==> src/rtl/seg7_pkg.sv <==
// Shared definitions for the 7-segment scanner: segment constants,
// the hex-to-segment lookup (active-high gfedcba) and the scan FSM states.
package seg7_pkg;

   localparam logic [6:0] SEG_OFF = 7'b0000000;

   typedef enum logic {
      BLANK = 1'b0,
      SHOW  = 1'b1
   } scan_state_e;

   function automatic logic [6:0] hex_to_seg(input logic [3:0] nib);
      logic [6:0] seg;
      case (nib)
         4'h0:    seg = 7'b0111111;
         4'h1:    seg = 7'b0000110;
         4'h2:    seg = 7'b1011011;
         4'h3:    seg = 7'b1001111;
         4'h4:    seg = 7'b1100110;
         4'h5:    seg = 7'b1101101;
         4'h6:    seg = 7'b1111101;
         4'h7:    seg = 7'b0000111;
         4'h8:    seg = 7'b1111111;
         4'h9:    seg = 7'b1101111;
         4'hA:    seg = 7'b1110111;
         4'hB:    seg = 7'b1111100;
         4'hC:    seg = 7'b0111001;
         4'hD:    seg = 7'b1011110;
         4'hE:    seg = 7'b1111001;
         default: seg = 7'b1110001;
      endcase
      return seg;
   endfunction

endpackage

==> src/rtl/seg7_decode.sv <==
// Combinational hex nibble to active-high gfedcba segment decoder.
module seg7_decode
   import seg7_pkg::*;
(
   input  logic [3:0] i_nib,
   output logic [6:0] o_seg
);

   assign o_seg = hex_to_seg(i_nib);

endmodule

==> src/rtl/seven_seg_scanner.sv <==
// Multiplexed N-digit 7-segment driver; the prescaler's slow clock is only
// sampled as data and turned into a one-cycle scan tick in the i_clk domain.
module seven_seg_scanner
   import seg7_pkg::*;
#(
   parameter int N_DIGITS       = 4,
   parameter int BLANK_CYCLES   = 2,
   parameter int SEG_ACTIVE_LOW = 1,
   parameter int DIG_ACTIVE_LOW = 1
) (
   input  logic                  i_clk,
   input  logic                  i_rst,
   input  logic                  i_scan_clk,
   input  logic [4*N_DIGITS-1:0] i_value,
   input  logic [N_DIGITS-1:0]   i_dp,
   input  logic                  i_blank_lz,
   output logic [6:0]            o_seg,
   output logic                  o_dp,
   output logic [N_DIGITS-1:0]   o_dig,
   output logic                  o_frame
);

   localparam int IDX_W = $clog2(N_DIGITS);
   localparam int CNT_W = $clog2(BLANK_CYCLES + 1);
   localparam logic [IDX_W-1:0]    LAST_IDX = IDX_W'(N_DIGITS - 1);
   localparam logic [CNT_W-1:0]    CNT_LOAD = CNT_W'(BLANK_CYCLES);
   localparam logic [6:0]          SEG_IDLE = (SEG_ACTIVE_LOW != 0) ? ~SEG_OFF : SEG_OFF;
   localparam logic                DP_IDLE  = (SEG_ACTIVE_LOW != 0);
   localparam logic [N_DIGITS-1:0] DIG_IDLE = (DIG_ACTIVE_LOW != 0) ? '1 : '0;

   logic [2:0]            scan_sync_q, scan_sync_d;
   scan_state_e           state_q, state_d;
   logic [CNT_W-1:0]      cnt_q, cnt_d;
   logic [IDX_W-1:0]      idx_q, idx_d;
   logic [4*N_DIGITS-1:0] snap_val_q, snap_val_d;
   logic [N_DIGITS-1:0]   snap_dp_q, snap_dp_d;
   logic [6:0]            seg_q, seg_d;
   logic                  dp_q, dp_d;
   logic [N_DIGITS-1:0]   dig_q, dig_d;
   logic                  frame_q, frame_d;

   logic                  tick;
   logic [3:0]            dec_nib;
   logic [6:0]            dec_seg;
   logic [N_DIGITS-1:0]   lz_blank;
   logic                  upper_zero;
   logic [6:0]            seg_on;
   logic                  dp_on;
   logic [N_DIGITS-1:0]   dig_on;

   // Bit 0 and 1 form the synchroniser, bit 2 holds the previous synchronised level.
   assign scan_sync_d = {scan_sync_q[1:0], i_scan_clk};
   assign tick        = scan_sync_q[1] & ~scan_sync_q[2];

   always_comb begin
      state_d    = state_q;
      cnt_d      = cnt_q;
      idx_d      = idx_q;
      snap_val_d = snap_val_q;
      snap_dp_d  = snap_dp_q;
      frame_d    = 1'b0;
      if (tick) begin
         idx_d   = (idx_q == LAST_IDX) ? '0 : idx_q + 1'b1;
         frame_d = (idx_q == LAST_IDX);
         state_d = BLANK;
         cnt_d   = CNT_LOAD;
      end else if (state_q == BLANK) begin
         if (cnt_q == CNT_W'(1)) begin
            state_d = SHOW;
            if (idx_q == '0) begin
               snap_val_d = i_value;
               snap_dp_d  = i_dp;
            end
         end else begin
            cnt_d = cnt_q - 1'b1;
         end
      end
   end

   // Outputs are derived from the next state so they change on the entering edge.
   always_comb begin
      dec_nib = snap_val_d[4*int'(idx_d) +: 4];
   end

   seg7_decode u_decode (
      .i_nib (dec_nib),
      .o_seg (dec_seg)
   );

   always_comb begin
      upper_zero = 1'b1;
      lz_blank   = '0;
      for (int k = N_DIGITS - 1; k >= 1; k--) begin
         upper_zero  = upper_zero & (snap_val_d[4*k +: 4] == 4'h0);
         lz_blank[k] = upper_zero;
      end
   end

   always_comb begin
      seg_on = SEG_OFF;
      dp_on  = 1'b0;
      dig_on = '0;
      if (state_d == SHOW) begin
         dig_on[idx_d] = 1'b1;
         dp_on         = snap_dp_d[idx_d];
         if (!(i_blank_lz && lz_blank[idx_d])) begin
            seg_on = dec_seg;
         end
      end
      seg_d = (SEG_ACTIVE_LOW != 0) ? ~seg_on : seg_on;
      dp_d  = (SEG_ACTIVE_LOW != 0) ? ~dp_on  : dp_on;
      dig_d = (DIG_ACTIVE_LOW != 0) ? ~dig_on : dig_on;
   end

   always_ff @(posedge i_clk or posedge i_rst) begin
      if (i_rst) begin
         scan_sync_q <= '0;
         state_q     <= BLANK;
         cnt_q       <= CNT_LOAD;
         idx_q       <= '0;
         snap_val_q  <= '0;
         snap_dp_q   <= '0;
         seg_q       <= SEG_IDLE;
         dp_q        <= DP_IDLE;
         dig_q       <= DIG_IDLE;
         frame_q     <= 1'b0;
      end else begin
         scan_sync_q <= scan_sync_d;
         state_q     <= state_d;
         cnt_q       <= cnt_d;
         idx_q       <= idx_d;
         snap_val_q  <= snap_val_d;
         snap_dp_q   <= snap_dp_d;
         seg_q       <= seg_d;
         dp_q        <= dp_d;
         dig_q       <= dig_d;
         frame_q     <= frame_d;
      end
   end

   assign o_seg   = seg_q;
   assign o_dp    = dp_q;
   assign o_dig   = dig_q;
   assign o_frame = frame_q;

endmodule

==> config.mk <==
export PLATFORM = sky130hd
export DESIGN_NAME = seven_seg_scanner
export DESIGN_NICKNAME = d
export VERILOG_FILES = /design/src/rtl/seg7_pkg.sv /design/src/rtl/seg7_decode.sv /design/src/rtl/seven_seg_scanner.sv
export SDC_FILE = /design/constraint.sdc
export NUM_CORES = 1
export LEC_CHECK = 0
export BUFFER_PORTS_ARGS = -buffer_cell sky130_fd_sc_hd__buf_4
export CAP_MARGIN = 15
export CORE_AREA = 4 4 98 54
export CTS_BUF_LIST = sky130_fd_sc_hd__clkbuf_16
export CTS_CLUSTER_SIZE = 16
export DETAILED_ROUTE_END_ITERATION = 12
export DIE_AREA = 0 0 102 58
export PLACE_DENSITY = 0.77
export SYNTH_ARGS = -nofsm -noshare
export SYNTH_HDL_FRONTEND = slang
export SYNTH_SLANG_ARGS = --single-unit
==> constraint.sdc <==
create_clock -name i_clk -period 3.9 [get_ports i_clk]
set_clock_uncertainty 0.05 [all_clocks]
set_input_delay 0.195 -clock i_clk [delete_from_list [all_inputs] [get_ports i_clk]]
set_output_delay 0.195 -clock i_clk [all_outputs]
set_load 0.1 [all_outputs]
Word-level counts from Yosys, hierarchy flattened --
Memory sizes are Yosys's and may differ from the RTL's. Index checks and enable logic that the tools add are counted.
Word-level totals: register bits 41, ROM bits 112, output and inout bits 13, memories 1
Memories:
- (no name shown) | depth 16, width 7, rd ports 1, clocked after Yosys merged registers in 0, wr ports 0, line seg7_pkg.sv:14 | case (nib)
Cells by class: add/subtract/negate cells 2, order comparisons 2, eq/ne operators 4, shifts and indexed selects 1, mux-type cells 27, bitwise gates (word level) 7, reductions and logical operators 7
Operators with widths (count):
- two-way mux 16 bit | 4
- two-way mux 4 bit | 5
- indexed part select 16 x 5 -> 4 bit | 1
- two-way mux 7 bit | 2
- logical NOT 4 bit | 3
- two-way mux 2 bit | 5
- two-way mux 1 bit | 8
- inverter 7 bit | 1
- binary-select mux 1 bit (select 2 bit) | 2
- inverter 4 bit | 1
- bitwise AND 1 bit | 3
- < comparator 2 x 3 -> 1 bit, second input constant | 1
- adder 2 x 1 -> 2 bit, second input constant | 1
- demux 1 bit (select 2 bit) | 1
- equality test 2 x 1 -> 1 bit, second input constant | 1
- equality test 2 bit, second input constant | 1
- greater-or-equal comparator 2 x 1 -> 1 bit, second input constant | 1
- logical AND 1 bit | 2
- logical NOT 2 bit | 1
- != test 2 x 1 -> 1 bit, second input constant | 1
- != test 2 bit, second input constant | 1
- inverter 1 bit | 2
- AND reduction 2 bit | 1
- subtractor 2 x 1 -> 2 bit, second input constant | 1

Depth between registers and ports, before layout --
Gate-level depths: netlist of run 1.
word-level depth 14, depth in mapped cells 15

Cells and area by module --
A second synthesis of run 1 with hierarchy kept.
Unflattened totals: cells, all modules 176, area, all modules 2224.6 um2
By module, submodules not included:
- seven_seg_scanner | times used 1, cells an instance 143, area an instance 1934.4 um2, seq. area each 1042.2 um2
- seg7_decode | times used 1, cells an instance 33, area an instance 290.3 um2, seq. area each 0.0 um2

Least setup slack after synthesis of run 1 --
Ideal clock, no wire load.
path type register -> register, start register cnt_q[1], end register seg_q[0] (netlist: o_seg[0]), data arrival time 2625 ps, data required time 3759 ps, setup slack 1134 ps, stages on the path, launching flop included 16, path through dfstp_2 > inv_1 > ha_1 > nor2b_1 > clkbuf_1 > and3_1 > buf_4 > mux4_2 > nand2_1 > o21ai_1 > inv_1 > ha_1 > inv_1 > nand2_1 > o22ai_1 > o31ai_1
Between the ends: word-level cells in the longest chain between the ends 13, elaborated cells on any way between the ends 20, classes of those cells eq/ne (1); shift (1); mux (10); bitwise (3); reduce/logical (4); memory (1)
Ends and longest elaborated chain:
- start, declared | line seven_seg_scanner.sv:33 | logic [CNT_W-1:0] cnt_q, cnt_d;
- start signal, assigned | line seven_seg_scanner.sv:130 | cnt_q <= cnt_d;
- equality test 2 x 1 -> 1 bit (*) | line seven_seg_scanner.sv:68 | if (cnt_q == CNT_W'(1)) begin
- branches (longest 10 deep; another with memory (16 x 7 bit))
- two-way mux 7 bit (*) | line seven_seg_scanner.sv:103 | if (state_d == SHOW) begin
- inverter 7 bit (*) | line seven_seg_scanner.sv:110 | seg_d = (SEG_ACTIVE_LOW != 0) ? ~seg_on : seg_on;
- via seg_d[0] | line seven_seg_scanner.sv:37 | logic [6:0] seg_q, seg_d;
- end signal, assigned | line seven_seg_scanner.sv:134 | seg_q <= seg_d;
- end, declared | line seven_seg_scanner.sv:37
Mark *: on every way through the listed nets, which the timed path passes. The select of a mux whose other input is x is not followed. A chain may end at the register's enable or synchronous reset.

Final worst setup path of run 1 --
Ends and elaborated chain as after synthesis.

==> results of run 1 <==
layout by cell type (no fill, tap or decap), drive strengths merged, types with 2 or more instances in the layout:
| master | synthesis | routed |
|---|---|---|
| nor3 | 2 | 2 |
| dfstp | 13 | 13 |
| and3 | 4 | 4 |
| mux4 | 2 | 2 |
| nor2 | 8 | 8 |
| clkbuf | 3 | 5 |
| inv | 9 | 9 |
| nor4 | 2 | 2 |
| a211oi | 2 | 2 |
| nand3 | 7 | 7 |
| nor2b | 2 | 2 |
| o211ai | 2 | 2 |
| mux2 | 14 | 14 |
| a21oi | 4 | 4 |
| o41ai | 2 | 2 |
| nand2 | 46 | 46 |
| a22oi | 2 | 2 |
| mux2i | 28 | 28 |
| ha | 10 | 10 |
| nand4 | 2 | 2 |
| o221ai | 3 | 3 |
| and2 | 2 | 2 |
| buf | 7 | 41 |
| a311o | 2 | 2 |
| o21ai | 3 | 3 |
| xnor2 | 4 | 4 |
| dfrtp | 28 | 28 |
repair_timing:
action / in CTS / in global routing
endpoints found under the setup margin: 0 / 0
hold buffers: 1 / 0
hold endpoints to repair: 1 / 0
flip-flops by register name, summed over array words and instances (netlist names):
register and flops:
snap_val_q 16, o_seg 7, o_dig 4, snap_dp_q 4, scan_sync_q 3, cnt_q 2, idx_q 2, o_dp 1
o_frame 1, state_q 1
where the power goes:
group	switching (mW)	internal, mW
Combinational	1.02	0.590
Clock	0.165	0.299
Sequential	0.111	0.636
worst max path at each step:
stage	start	endpoint	slack, ns	cells past startpoint
6_report	cnt_q[1]$_DFFE_PP1P_	o_seg[0]$_DFF_PP1_	0.48	13
5_1_grt	cnt_q[1]$_DFFE_PP1P_	o_seg[0]$_DFF_PP1_	0.15	13
4_1_cts	cnt_q[1]$_DFFE_PP1P_	o_seg[0]$_DFF_PP1_	0.51	13
3_5_place_dp	cnt_q[1]$_DFFE_PP1P_	o_seg[0]$_DFF_PP1_	0.59	13
3_3_place_gp	cnt_q[1]$_DFFE_PP1P_	o_seg[0]$_DFF_PP1_	0.77	13
2_1_floorplan	cnt_q[1]$_DFFE_PP1P_	o_seg[0]$_DFF_PP1_	1.13	15
area by class of cell:
class	instances	area, um^2	share of cell area (%)
Sequential cell	41	1042	35.92
Inverter	9	38.79	1.337
Tap cell	57	71.32	2.458
Timing Repair Buffer	42	317.8	10.95
Clock buffer	5	125.1	4.312
Multi-Input combinational cell	163	1265	43.60
Clock inverter	3	41.29	1.423
critical path, cell delays in order, from the launching register on:
cell and delay (ns):
dfstp_2 0.36, inv_1 0.06, ha_1 0.17, nor2b_1 0.45
and3_1 0.51, mux4_2 0.56, nand2_1 0.08, o21ai_1 0.18
inv_1 0.17, ha_1 0.27, inv_1 0.08, nand2_1 0.06
o22ai_1 0.08, o31ai_1 0.23
metal layers:
layer,vias up,part of all wire [%],GRT usage [%]
met5,-,0,0
met1,866,47,27.27
met4,0,1.3,6.168
met3,8,4.3,3.726
li1,865,-,-
met2,47,47,31.21
kinds of logic after synthesis:
| kind of cell | Yosys count |
|---|---|
| AOI/OAI and AO/OA | 27 |
| muxes | 44 |
| and+or+nand+nor | 78 |
| DFF | 41 |
| buffers and inverters | 19 |
| xor gates and xnor gates | 4 |
| adders and majority gates | 10 |
==> results.sh, run 1 <==
export IMPL_fin_tns_setup_ns=0
export IMPL_design_area_mm2=0.002902
export IMPL_htreeDepth=2
export IMPL_finalSetupViolCount=0
export IMPL_tightestPinTransition_ns=0.6539
export IMPL_nNetsFinal=296
export IMPL_cts_clk_slew_worst_paths_ns=0.06
export IMPL_die_h_um=58
export IMPL_ir_worst_vdd_mv=0.5371
export IMPL_crit_type="reg -> reg"
export IMPL_status="complete, but fails checks"
export IMPL_grt_pass1_wl_mm=9.066
export IMPL_syn_inst=223
export IMPL_fin_util_pct=66.87
export IMPL_synth_area_leaders="dfrtp_1 (29%), dfstp_2 (14%), mux2i_1 (11%)"
export IMPL_synth_cell_types=50
export IMPL_synth_area_mm2=0.002419
export IMPL_dieArea_mm2=0.005916
export IMPL_async_reset_ff_share_pct=100.0
export IMPL_synthAdderAreaFrac_pct=5.173
export IMPL_synth_common_cells="nand2_1 (46), dfrtp_1 (28), mux2i_1 (27)"
export IMPL_timing_hold_ws_ns=-0.01484
export IMPL_cts_resized=0
export IMPL_total_power_mw=2.822
export IMPL_layout_drive_gt1_share_pct=33.08
export IMPL_end_kind="register"
export IMPL_yosysSeqAreaShare_pct=43.09
export IMPL_worstReg2RegEnd="o_seg[0]$_DFF_PP1_"
export IMPL_post_cts_buffers=0
export IMPL_worstRegToRegCells=13
export IMPL_syn_num_nets=257
export IMPL_yosys_register_bits=41
export IMPL_cts_sinks=41
export IMPL_ant_nets=0
export IMPL_dp_cells=311
export IMPL_synthFlopType="dfrtp_1"
export IMPL_route_detailed_drc=0
export IMPL_hp_class="in -> async"
export IMPL_num_io_pins=37
export IMPL_synth_top_cell_by_area="dfrtp_1"
export IMPL_num_antenna_cells=0
export IMPL_vias=1786
export IMPL_fillCellCount=333
export IMPL_globalplace_congestion=0.8541
export IMPL_muxShareOfSynthArea_pct=20.80
export IMPL_worst_ep_arrival_time_ns=3.55
export IMPL_synth_edf_count=0
export IMPL_die_x_um=102
export IMPL_areaGrowthSynthToFinish_pct=19.97
export IMPL_cp_max_fo=10
export IMPL_port_buffer_count=36
export IMPL_layout_worst_path_cycle_share_pct=87.64
export IMPL_grt_max_degree=42
export IMPL_cts_tree="done"
export IMPL_grt_total_usage_pct=19.59
export IMPL_instances_no_fill=320
export IMPL_synth_simple_area_share_pct=15.78
export IMPL_synth_warnings=0
export IMPL_initial_core_util_pct=55.74
export IMPL_first_iter_violations=86
export IMPL_antenna_found_initial=0
export IMPL_synth_avg_cell_area_um2=10.85
export IMPL_max_slew_margin_pct=56.31
export IMPL_period_minus_slack_ns=3.418
export IMPL_worstReg2RegStart="cnt_q[1]$_DFFE_PP1P_"
export IMPL_cts_buffers=5
export IMPL_power_density_mw_per_mm2=972.7
export IMPL_grt_ovfl_total=0
export IMPL_setup_ws_ns=0.4819
export IMPL_core_mm2=0.004339
export IMPL_synth_compound_area_share_pct=9.105
export IMPL_core_rowCount=17
export IMPL_r2r_setup_slack_ns=0.48
export IMPL_synth_xor_area_share_pct=1.449
export IMPL_routed_via_density=5.581
export IMPL_worstSetupStartpointType="register"
export IMPL_synth_top_family_by_area="multiplexers"
export IMPL_dr_pass1_iters=4
export IMPL_dp_hpwl_mm=3.790
export IMPL_finalHoldViolCount=19
export IMPL_yosysTopAreaCellShare_pct=28.97
export IMPL_dpl_cell_area_mm2=0.002725
export IMPL_fmax_mhz=292.6
export IMPL_max_clock_path_buffers=2
export IMPL_clockRootBuffer="clkbuf_16"
export IMPL_violations="negative hold slack"
export IMPL_wire_per_inst_um=16.19
export IMPL_required_ns=4.03
export IMPL_p_leak_nw=1.362
export IMPL_yosysMostFrequentCell="nand2_1"
export IMPL_dp_slack_ns=0.5881
export IMPL_max_cap_violations=0
export IMPL_rsz0062_at_grt="no"
export IMPL_grt_pass1_vias=1899
export IMPL_drv_slew=0
export IMPL_clock_latency_ns=0.28
export IMPL_wirelength_mm=5.182
No activity file was read; power rests on OpenSTA's default activity.
==> inputs of run 2 (changes only) <==
--- a/config.mk
+++ b/config.mk
@@ -7,12 +7,11 @@
 export LEC_CHECK = 0
 export BUFFER_PORTS_ARGS = -buffer_cell sky130_fd_sc_hd__buf_4
 export CAP_MARGIN = 15
-export CORE_AREA = 4 4 98 54
+export CORE_AREA = 4 4 109 59
 export CTS_BUF_LIST = sky130_fd_sc_hd__clkbuf_16
-export CTS_CLUSTER_SIZE = 16
 export DETAILED_ROUTE_END_ITERATION = 12
-export DIE_AREA = 0 0 102 58
-export PLACE_DENSITY = 0.77
+export DIE_AREA = 0 0 113 63
+export MAX_ROUTING_LAYER = met4
 export SYNTH_ARGS = -nofsm -noshare
 export SYNTH_HDL_FRONTEND = slang
 export SYNTH_SLANG_ARGS = --single-unit
==> run 2 against run 1 <==
Net effect: the flow still finishes with violations (negative hold slack); die area up 20%; first-iteration DRC count fell by 33%; fmax increased by 1.9%; sequential cell count unchanged; combinational power about the same; clock-buffer cell count stayed put; via count down 2.7%; global-route usage down 3.4 points.
==> results.sh, run 2 (synthesis gave the netlist of run 1 again) <==
export IMPL_max_cap_violations=0
export IMPL_multi_input_area_mm2=0.001265
export IMPL_worst_path_most_repeated_cell="inv_1"
export IMPL_intPower_mw=1.527
export IMPL_combPwrFrac_pct=56.8
export IMPL_top_register="snap_val_q"
export IMPL_max_slew_margin_pct=63.66
export IMPL_pwr_share_seq_pct=26.4
export IMPL_layout_drive_gt1_share_pct=33.46
export IMPL_ant_nets=0
export IMPL_cts_clk_slew_worst_paths_ns=0.07
export IMPL_die_x_um=113
export IMPL_num_io_pins=37
export IMPL_grt_pass1_vias=1747
export IMPL_finalHoldViolCount=3
export IMPL_max_clock_path_buffers=2
export IMPL_areaGrowthSynthToFinish_pct=21.00
export IMPL_crit_type="reg -> reg"
export IMPL_worst_ep_arrival_time_ns=3.49
export IMPL_switchingPower_mw=1.291
export IMPL_grt_max_degree=42
export IMPL_mostFrequentLayoutCells="nand2_1 (46), buf_4 (41), dfrtp_1 (28)"
export IMPL_slowest_delay_ns=0.56
export IMPL_cts_buffers=5
export IMPL_clock_latency_ns=0.28
export IMPL_clockRootBuffer="clkbuf_16"
export IMPL_violations="negative hold slack"
export IMPL_swShare_pct=45.80
export IMPL_dp_hpwl_mm=3.872
export IMPL_hp_class="in -> async"
export IMPL_cp_max_fo=9
export IMPL_grt_total_usage_pct=16.19
export IMPL_crit_path_top_delay_cell="mux4_2"
export IMPL_largest_reg_flops=16
export IMPL_globalplace_congestion=0.7930
export IMPL_route_detailed_drc=0
export IMPL_final_common_cell="nand2_1"
export IMPL_layout_worst_path_cycle_share_pct=86.03
export IMPL_ir_worst_vdd_mv=0.6147
export IMPL_regArea_mm2=0.001042
export IMPL_nNetsFinal=296
export IMPL_total_power_mw=2.818
export IMPL_fin_tns_setup_ns=0
export IMPL_vias=1737
export IMPL_core_rowCount=19
export IMPL_worst_path_buf_inv=3
export IMPL_htreeDepth=2
export IMPL_cp_cell_sequence="inv_1 -> ha_1 -> nor2b_1 -> and3_1 -> mux4_2 -> nand2_1 -> o21ai_1 -> inv_1 -> ha_1 -> inv_1 -> nand2_1 -> o22ai_1 -> o31ai_1"
export IMPL_timing_hold_ws_ns=-0.008793
export IMPL_routed_via_density=5.170
export IMPL_first_iter_violations=58
export IMPL_num_antenna_cells=0
export IMPL_rsz0062_at_grt="no"
export IMPL_initial_core_util_pct=44.82
export IMPL_dieArea_mm2=0.007119
export IMPL_dr_pass1_iters=4
export IMPL_fin_util_pct=54.23
export IMPL_antenna_found_initial=0
export IMPL_wire_per_inst_um=15.56
export IMPL_cts_sinks=41
export IMPL_crit_family="simple AND/OR/NAND/NOR gates"
export IMPL_die_h_um=63
export IMPL_p_leak_nw=1.365
export IMPL_drv_slew=0
export IMPL_status="complete, but fails checks"
export IMPL_wirelength_mm=5.227
export IMPL_p_clk_share_pct=16.8
export IMPL_fmax_mhz=298.0
export IMPL_port_buffer_count=36
export IMPL_end_kind="register"
export IMPL_cts_resized=0
export IMPL_tightestPinTransition_ns=0.5440
export IMPL_cts_tree="done"
export IMPL_grt_pass1_wl_mm=8.990
export IMPL_core_mm2=0.005396
export IMPL_period_minus_slack_ns=3.355
export IMPL_finalSetupViolCount=0
export IMPL_power_density_mw_per_mm2=962.9
export IMPL_worstSetupStartpointType="register"
export IMPL_fillCellCount=446
export IMPL_required_ns=4.04
export IMPL_grt_ovfl_total=0
==> run 2: cell type report <==
class                           count  area share, %
Clock inverter                      3          1.582
Inverter                            9          1.325
Clock buffer                        5          4.275
Timing Repair Buffer               42          10.86
Multi-Input combinational cell    163          43.22
Tap cell                           73          3.121
Sequential cell                    41          35.61
==> run 2: final timing paths <==
check / startpoint / end / slack [ns] / depth (start not counted)
hold / removal: i_rst / snap_dp_q[1]$_DFF_PP0_ / -0.009 / 3
setup reg to reg: cnt_q[1]$_DFFE_PP1P_ / o_seg[0]$_DFF_PP1_ / 0.54 / 13
setup / recovery: cnt_q[1]$_DFFE_PP1P_ / o_seg[0]$_DFF_PP1_ / 0.54 / 13
max in group asynchronous: i_rst / o_seg[2]$_DFF_PP1_ / 3.42 / 3
hold reg to reg: scan_sync_q[0]$_DFF_PP0_ / scan_sync_q[1]$_DFF_PP0_ / 0.30 / 0
min in group i_clk: i_value[0] / snap_val_q[0]$_DFF_PP0_ / 0.07 / 3
==> run 2: worst register-to-register path: cells and delay by family, from the launching register on <==
| family | cells | cell delay (ns) |
|---|---|---|
| and+or+nand+nor | 4 | 1.09 |
| muxes | 1 | 0.56 |
| AOI/OAI and AO/OA | 3 | 0.46 |
| adders and majority gates | 2 | 0.42 |
| DFF | 1 | 0.36 |
| buffers and inverters | 3 | 0.32 |
==> run 2: what timing repair did <==
action,4_1_cts,5_1_grt
hold buffers,1,0
endpoints found under the setup margin,0,0
buffers inserted,0,0
hold endpoints to repair,1,0
==> run 2: per-stage QoR <==
| stage | cell area [um^2] | setup slack (ns) | cells |
|---|---|---|---|
| 6_report | 2927 | 0.5448 | 336 |
| 5_1_grt | 2927 | 0.2244 | 336 |
| 4_1_cts | 2927 | 0.5392 | 336 |
| 3_5_place_dp | 2745 | 0.6073 | 327 |
| 3_3_place_gp | 2745 | 0.7512 | 327 |
| 2_1_floorplan | 2419 | 1.134 | 223 |
==> run 2: power groups by stage <==
stage | logic (mW) | clock network, mW | registers (mW)
5_1_grt | 1.76 | 0.505 | 0.767
3_3_place_gp | 1.57 | 0 | 0.749
4_1_cts | 1.61 | 0.480 | 0.744
3_5_place_dp | 1.60 | 0 | 0.748
6_report | 1.60 | 0.473 | 0.745
2_1_floorplan | 1.01 | 0 | 1.04
==> run 2: metal layers <==
| layer | track usage [%] | vias to the layer above | share of wire, % |
|---|---|---|---|
| met5 | - | - | 0 |
| met2 | 23.38 | 24 | 45 |
| li1 | - | 865 | - |
| met3 | 3.385 | 2 | 2.7 |
| met4 | 3.148 | 0 | 0.54 |
| met1 | 23.55 | 846 | 52 |
